File: config.mk
export PLATFORM = sky130hd
export DESIGN_NAME = bram_fifo_ctrl
export DESIGN_NICKNAME = d
export VERILOG_FILES = /design/src/rtl/fifo_pkg.sv /design/src/rtl/fifo_ptr_ctr.sv /design/src/rtl/bram_fifo_ctrl.sv
export SDC_FILE = /design/constraint.sdc
export NUM_CORES = 1
export LEC_CHECK = 0
export ABC_AREA = 1
export ABC_CLOCK_PERIOD_IN_PS = 2700
export CAP_MARGIN = 10
export CORE_MARGIN = 2
export CORE_UTILIZATION = 38
export CTS_BUF_LIST = sky130_fd_sc_hd__clkbuf_16
export CTS_CLUSTER_SIZE = 40
export DETAILED_ROUTE_END_ITERATION = 8
export GPL_TIMING_DRIVEN = 0
export PLACE_DENSITY = 0.8
export SLEW_MARGIN = 20
export SYNTH_ARGS = -nofsm -noshare
export SYNTH_HDL_FRONTEND = slang
export SYNTH_SLANG_ARGS = --single-unit
File: constraint.sdc
create_clock -name clk -period 2.7 [get_ports clk]
set_input_delay 0.405 -clock clk [delete_from_list [all_inputs] [get_ports clk]]
set_output_delay 0.405 -clock clk [all_outputs]
set_load 0.01 [all_outputs]
File: src/rtl/fifo_pkg.sv
// Shared sizing for the BRAM-backed FWFT FIFO controller: default widths,
// depth derivation and the occupancy-counter width helper.
package fifo_pkg;

  localparam int unsigned DATA_W_DEF    = 8;
  localparam int unsigned ADDR_W_DEF    = 4;
  localparam int unsigned AFULL_LVL_DEF = 12;

  // Number of BRAM entries addressed by an aw-bit pointer.
  function automatic int unsigned depth_of(input int unsigned aw);
    return 32'd1 << aw;
  endfunction

  // The counter must hold 0..DEPTH inclusive, so one bit wider than a pointer.
  function automatic int unsigned cnt_w(input int unsigned aw);
    return aw + 32'd1;
  endfunction

  localparam int unsigned DEPTH_DEF = depth_of(ADDR_W_DEF);

endpackage

File: src/rtl/fifo_ptr_ctr.sv
// Wrapping BRAM pointer. Exposes both the registered pointer and its
// incremented value so the read side can address the next head combinationally.
module fifo_ptr_ctr
  import fifo_pkg::*;
#(
  parameter int unsigned ADDR_W = ADDR_W_DEF
) (
  input  logic              clk,
  input  logic              rst_n,
  input  logic              clr,
  input  logic              inc,
  output logic [ADDR_W-1:0] ptr,
  output logic [ADDR_W-1:0] ptr_inc
);

  logic [ADDR_W-1:0] ptr_q;
  logic [ADDR_W-1:0] ptr_d;
  logic [ADDR_W-1:0] ptr_inc_s;

  // Next pointer: advance by one on inc, wrapping through the natural width; clr wins.
  always_comb begin
    ptr_inc_s = ptr_q + ADDR_W'(inc);
    if (clr) begin
      ptr_d = {ADDR_W{1'b0}};
    end else begin
      ptr_d = ptr_inc_s;
    end
  end

  // Pointer register, cleared asynchronously by reset.
  always_ff @(posedge clk or negedge rst_n) begin
    if (!rst_n) begin
      ptr_q <= {ADDR_W{1'b0}};
    end else begin
      ptr_q <= ptr_d;
    end
  end

  assign ptr     = ptr_q;
  assign ptr_inc = ptr_inc_s;

endmodule

File: src/rtl/bram_fifo_ctrl.sv
// First-word-fall-through FIFO controller driving an external 16x8 simple
// dual-port BRAM (registered read, read-before-write on collision).
// The read address is steered one pop ahead so bram_rdata always holds the head.
module bram_fifo_ctrl
  import fifo_pkg::*;
#(
  parameter int unsigned DATA_W    = DATA_W_DEF,
  parameter int unsigned ADDR_W    = ADDR_W_DEF,
  parameter int unsigned AFULL_LVL = AFULL_LVL_DEF
) (
  input  logic                clk,
  input  logic                rst_n,
  input  logic                in_valid,
  output logic                in_ready,
  input  logic [DATA_W-1:0]   in_data,
  output logic                out_valid,
  input  logic                out_ready,
  output logic [DATA_W-1:0]   out_data,
  input  logic                flush,
  output logic                bram_we,
  output logic [ADDR_W-1:0]   bram_waddr,
  output logic [DATA_W-1:0]   bram_wdata,
  output logic [ADDR_W-1:0]   bram_raddr,
  input  logic [DATA_W-1:0]   bram_rdata,
  output logic [ADDR_W:0]     count,
  output logic                almost_full
);

  localparam int unsigned CNT_W = cnt_w(ADDR_W);
  localparam int unsigned DEPTH = depth_of(ADDR_W);
  localparam logic [CNT_W-1:0] DEPTH_C = CNT_W'(DEPTH);
  localparam logic [CNT_W-1:0] AFULL_C = CNT_W'(AFULL_LVL);

  logic [CNT_W-1:0]  count_q;
  logic [CNT_W-1:0]  count_d;
  logic              wr_d1_q;
  logic              wr_d1_d;

  logic              in_ready_s;
  logic              out_valid_s;
  logic              push_s;
  logic              pop_s;
  logic [ADDR_W-1:0] wr_ptr_s;
  logic [ADDR_W-1:0] wr_ptr_inc_s;
  logic [ADDR_W-1:0] rd_ptr_s;
  logic [ADDR_W-1:0] rd_ptr_nxt_s;

  // Handshake flags come only from registers: no in_valid->in_ready or
  // out_ready->out_valid paths. The word written at the previous edge is
  // not yet visible on the read port, so it is excluded from out_valid.
  always_comb begin
    in_ready_s  = (count_q != DEPTH_C);
    out_valid_s = ((count_q - CNT_W'(wr_d1_q)) != {CNT_W{1'b0}});
    push_s      = in_valid  & in_ready_s  & ~flush;
    pop_s       = out_valid_s & out_ready & ~flush;
  end

  fifo_ptr_ctr #(.ADDR_W(ADDR_W)) u_wr_ptr (
    .clk     (clk),
    .rst_n   (rst_n),
    .clr     (flush),
    .inc     (push_s),
    .ptr     (wr_ptr_s),
    .ptr_inc (wr_ptr_inc_s)
  );

  fifo_ptr_ctr #(.ADDR_W(ADDR_W)) u_rd_ptr (
    .clk     (clk),
    .rst_n   (rst_n),
    .clr     (flush),
    .inc     (pop_s),
    .ptr     (rd_ptr_s),
    .ptr_inc (rd_ptr_nxt_s)
  );

  // Occupancy and write-delay tracking; flush discards any concurrent push/pop.
  always_comb begin
    count_d = count_q;
    wr_d1_d = push_s;
    if (flush) begin
      count_d = {CNT_W{1'b0}};
      wr_d1_d = 1'b0;
    end else begin
      case ({push_s, pop_s})
        2'b10:   count_d = count_q + CNT_W'(1);
        2'b01:   count_d = count_q - CNT_W'(1);
        default: count_d = count_q;
      endcase
    end
  end

  // Occupancy and write-delay registers.
  always_ff @(posedge clk or negedge rst_n) begin
    if (!rst_n) begin
      count_q <= {CNT_W{1'b0}};
      wr_d1_q <= 1'b0;
    end else begin
      count_q <= count_d;
      wr_d1_q <= wr_d1_d;
    end
  end

  // Output mapping: BRAM ports, handshake flags and occupancy status.
  always_comb begin
    bram_we     = push_s;
    bram_waddr  = wr_ptr_s;
    bram_wdata  = in_data;
    bram_raddr  = rd_ptr_nxt_s;
    out_data    = bram_rdata;
    in_ready    = in_ready_s;
    out_valid   = out_valid_s;
    count       = count_q;
    almost_full = (count_q >= AFULL_C);
  end

endmodule

Yosys cells after proc, flatten, opt, wreduce, memory -nomap -nowiden
Index checks and enable logic that the tools add are counted.

word-level totals
  logic and storage cells = 25
  input port bits = 21
  register bits = 14
  output and inout port bits = 33

cells by class
  add/subtract/negate cells = 5
  reduce and logical (&&, ||, !) cells = 2
  equality and inequality tests = 3
  bitwise operators = 5
  magnitude comparators = 1
  muxes and demuxes = 5

operator list
  cell                                                                    number
  5-bit one-hot mux with 2 select lines                                   1
  4-bit by 1-bit adder with 4-bit output                                  2
  4-bit two-way mux                                                       2
  5-bit by 1-bit adder with 5-bit output (second input constant)          1
  5-bit by 4-bit >= comparator with 1-bit output (second input constant)  1
  5-bit two-way mux                                                       1
  5-bit inequality test (second input constant)                           1
  5-bit nonzero test                                                      1
  5-bit by 1-bit subtractor with 5-bit output                             1
  5-bit by 1-bit subtractor with 5-bit output (second input constant)     1
  1-bit AND                                                               4
  3-bit nonzero test                                                      1
  2-bit by 1-bit == test with 1-bit output (second input constant)        1
  2-bit == test (second input constant)                                   1
  1-bit two-way mux                                                       1
  1-bit inverter                                                          1

Longest topological paths before layout
  depth after elaboration = 7
  mapped depth = 18
  gate-level depth less buffers = 18

By module
From an unflattened synthesis, not the netlist that was laid out.

unflattened totals
  cells, all modules = 127
  area total of the unflattened synthesis = 1061.0 sq um

by module, submodules not included
  module          times used  area each (sq um)  cells each  seq. area each (sq um)
  bram_fifo_ctrl  1           668.1              83          150.1
  fifo_ptr_ctr    2           196.4              22          100.1

Worst setup path before layout
OpenSTA, ideal clock, no wires.

  path kind = reg-to-output
  from = reg count_q[0], in the netlist count[0]
  to = out bram_raddr[2]
  data required time = 2.295 ns
  stages on the path, launching flop included = 13
  arrival = 1.869 ns
  buffers on the path = 0
  path slack = 0.426 ns
  path through = dfrtp_1 > inv_1 > ha_1 > nand2_2 > nor2_2 > nand2_2 > nand2_2 > inv_1 > ha_1 > ha_1 > inv_1 > or2_2 > nand2_1

between the ends
  word-level cells in the longest chain between the ends = 5

RTL lines
  element                                      line                  RTL
  start: declaration                           bram_fifo_ctrl.sv:34  logic [CNT_W-1:0] count_q;
  start signal: assignment                     bram_fifo_ctrl.sv:95  count_q <= {CNT_W{1'b0}};
  start signal: assignment                     bram_fifo_ctrl.sv:98  count_q <= count_d;
  5-bit by 1-bit subtractor with 5-bit output  bram_fifo_ctrl.sv:53  out_valid_s = ((count_q - CNT_W'(wr_d1_q)) != {CNT_W{1'b0}});
  5-bit nonzero test                           bram_fifo_ctrl.sv:53
  net out_valid                                bram_fifo_ctrl.sv:16  output logic out_valid,
  1-bit AND (2 in series)                      bram_fifo_ctrl.sv:55  pop_s = out_valid_s & out_ready & ~flush;
  4-bit by 1-bit adder with 4-bit output       fifo_ptr_ctr.sv:22    ptr_inc_s = ptr_q + ADDR_W'(inc);
  end: declaration                             bram_fifo_ctrl.sv:23  output logic [ADDR_W-1:0] bram_raddr,

The timed path passes the listed nets, and every way through them passes these cells.

Worst setup path in the final report
  from = reg count_q[0], in the netlist count[0]
  to = out bram_raddr[0]

between the ends
  word-level cells in the longest chain between the ends = 5

RTL lines
  element                                      line
  5-bit by 1-bit subtractor with 5-bit output  bram_fifo_ctrl.sv:53
  5-bit nonzero test                           bram_fifo_ctrl.sv:53
  1-bit AND (2 in series)                      bram_fifo_ctrl.sv:55
  4-bit by 1-bit adder with 4-bit output       fifo_ptr_ctr.sv:22

No other way between the ends.

==> results.cfg <==
[run_status]
status = completed

[synthesis]
yosys-top-cells-area = dfrtp_1, buf_4, ha_1
synthesis.nets = 150
ys.flop_type = dfrtp_1
syn_inst = 120
netlist.area_leader.share_pct = 35.5
yosys_warnings = 0
syn_area_per_cell_um2 = 8.23
yosysSeqAreaShare_pct = 35.5
synthTopCellsByCount = nand2_1, buf_4, dfrtp_1, inv_1, nor2_1
ys_async_sr_fraction_pct = 100
ys_seq_elements = 14
netlist_area_um2 = 987
yosys.cell_count.top_type = nand2_1
yosys.area.top_type = dfrtp_1
synth_edf_count = 0
synth.distinct_cells = 22

[cts]
cts-hold-fix-buffers = 0
cts_buffers = 3
cts_tree = yes
worst_skew_pair.late_latency_ns = 0.24
clockBufferDepth = 2
clock_sinks = 14
htreeDepth = 1
clk_pin_slew_ns = 0.04
clockRootBuffer = clkbuf_16

[power_and_ir_drop]
power_switching_w = 0.000451
switching_share_pct = 37.6
ir_worst_vdd_mv = 0.661
p_seq_share_pct = 25.8
power.share.clock_pct = 23.0
internal_power_w = 0.000749
powerDensity_mw_per_mm2 = 810
p_leak_nw = 0.761
combPwrFrac_pct = 51.1

[worst_setup_path]
worstSetupEndpointType = output pin
cp_max_fo = 3
cp_data_arrival_time_ns = 2.18
required_ns = 2.30
reg2regPathDepth = 16
r2r-start = count[0]$_DFFE_PN0P_
startpoint = count[0]$_DFFE_PN0P_
crit_type = register to output pin
ff2ff_setup_slack_ns = 0.34
startpoint_type = register
r2r_end = count[4]$_DFFE_PN0P_

[placement]
hpwl_mm = 1.81
portBuffers = 37
placed_cells = 187
gp_congestion = 0.792
dpl_worst_slack_ns = -0.144

[layout]
multi_input_area_um2 = 445
final-instance-count-excl-fill = 193
syn2layout_area_growth_pct = 50.1
antenna_cells = 0
regArea_um2 = 350
fin_nets = 194
drive_above_1_share_pct = 23.3
nFillCells = 226

[floorplanning]
die_area_mm2 = 0.00302
core-area_mm2 = 0.00248
die-width_um = 55.0
start_util_pct = 39.8
num_rows = 18
dieHeight_um = 55.0
io_pins = 54

[global_routing]
grt_overflow = 0
grt_pass1_vias = 894
grt_max_degree = 15
grtUsageTotal_pct = 17.6
grt_pass1_wl_mm = 3.84
antenna_found_initial = 0

[route]
viasPerCell = 4.73
wl_mm = 2.32
dr.pass1.iters = 4
routedWlPerCell_um = 12.0
drcViolationCount = 0
dr.first_iter.drc_count = 12
via_count = 912
ant_nets = 0

[timing]
period_needed_ns = 2.59
finalSetupTns_ns = 0
whs_ns = 0.547
drv_slew = 0
clock_skew_ns = 0.00151
setup_viol = 0
hold_viol = 0
fmax_ghz = 0.386
relSlewSlack_pct = 58.7
tightest_slew_ns = 0.617
min_period_over_period_pct = 95.9
setup_slack_ns = 0.111

[min_path]
hold_class = input pin to asynchronous set/reset pin

[run]
cap_viol_max_count = 0
==> power by group through the flow <==
stage               clock network (W)  registers [W]  logic [W]
floorplan                           0       0.000319   0.000330
CTS                          0.000282       0.000307   0.000609
detailed placement                  0       0.000317   0.000580
global placement                    0       0.000314   0.000561
global route                 0.000289       0.000315   0.000681
finish                       0.000276       0.000310   0.000614
==> state kept, by name (all words and copies together) (netlist names) <==
signal / cells
count: 5
u_rd_ptr.ptr: 4
u_wr_ptr.ptr: 4
wr_d1_q: 1
==> worst max path at each step <==
stage	endpoint	slack, ns	depth (start not counted)
2_1_floorplan	bram_raddr[2]	0.43	12
3_5_place_dp	bram_raddr[2]	-0.14	12
4_1_cts	bram_raddr[2]	0.02	13
3_3_place_gp	bram_raddr[2]	-0.12	12
5_1_grt	bram_raddr[2]	-0.01	13
6_report	bram_raddr[0]	0.11	9
==> final cells by class <==
class / count / share of cell area (%)
buffer: 17 / 8.36
clock buffer: 3 / 5.07
clock inverter: 1 / 0.253
inverter: 18 / 4.56
multi-input combinational: 71 / 30.1
sequential: 14 / 23.6
tap: 30 / 2.53
timing repair buffer: 39 / 25.5
==> layout by cell type, fill, tap and decap left out, drive strengths merged, types with 5 or more instances in the layout <==
cell type	netlist	layout
buf	16	18
nand2	29	29
o21ai	5	5
ha	8	8
nor2	11	11
inv	18	18
dfrtp	14	14
clkdlybuf4s50	0	34
clkbuf	1	5
nand3	6	6
==> worst max-delay path: stages, from the launching register on <==
cell and delay (ns):
dfrtp_1 0.37, inv_2 0.06, ha_1 0.29, nand2_2 0.05, nor2_2 0.11, nand2_2 0.10, nand2_2 0.10, inv_1 0.05
ha_1 0.28, clkdlybuf4s50_1 0.53
==> kinds of logic (layout without fill, tap and decap cells) <==
family,Yosys count,after routing,share of synthesized area (%)
AOI/OAI and AO/OA,9,9,4.56
xor gates and xnor gates,5,5,4.44
adders and majority gates,9,9,12.2
and+or+nand+nor,48,48,24.0
DFF,14,14,35.5
buffers and inverters,35,78,19.4
==> per-stage QoR <==
stage / power, W / instance area (µm²) / util [%]
floorplan: 0.000649 / 987 / -
global placement: 0.000876 / 1400 / 56.3
detailed placement: 0.000896 / 1400 / 56.3
CTS: 0.00120 / 1480 / 59.7
global route: 0.00129 / 1480 / 59.8
finish: 0.00120 / 1480 / 59.8
==> per-layer routing <==
layer | share of wire, % | vias to the layer above | track usage (%)
li1 | - | 442 | -
met1 | 36 | 432 | 18.3
met2 | 55 | 34 | 33.9
met3 | 7.0 | 4 | 4.03
met4 | 1.5 | 0 | 6.50
met5 | 0 | - | 0
==> timing repair <==
| item | 4_1_cts | 5_1_grt |
|---|---|---|
| setup endpoints to repair | 4 | 1 |
| buffers inserted | 1 | 1 |
| gates resized for setup | 5 | 1 |
Note: power is estimated with default switching activity, not from simulation.
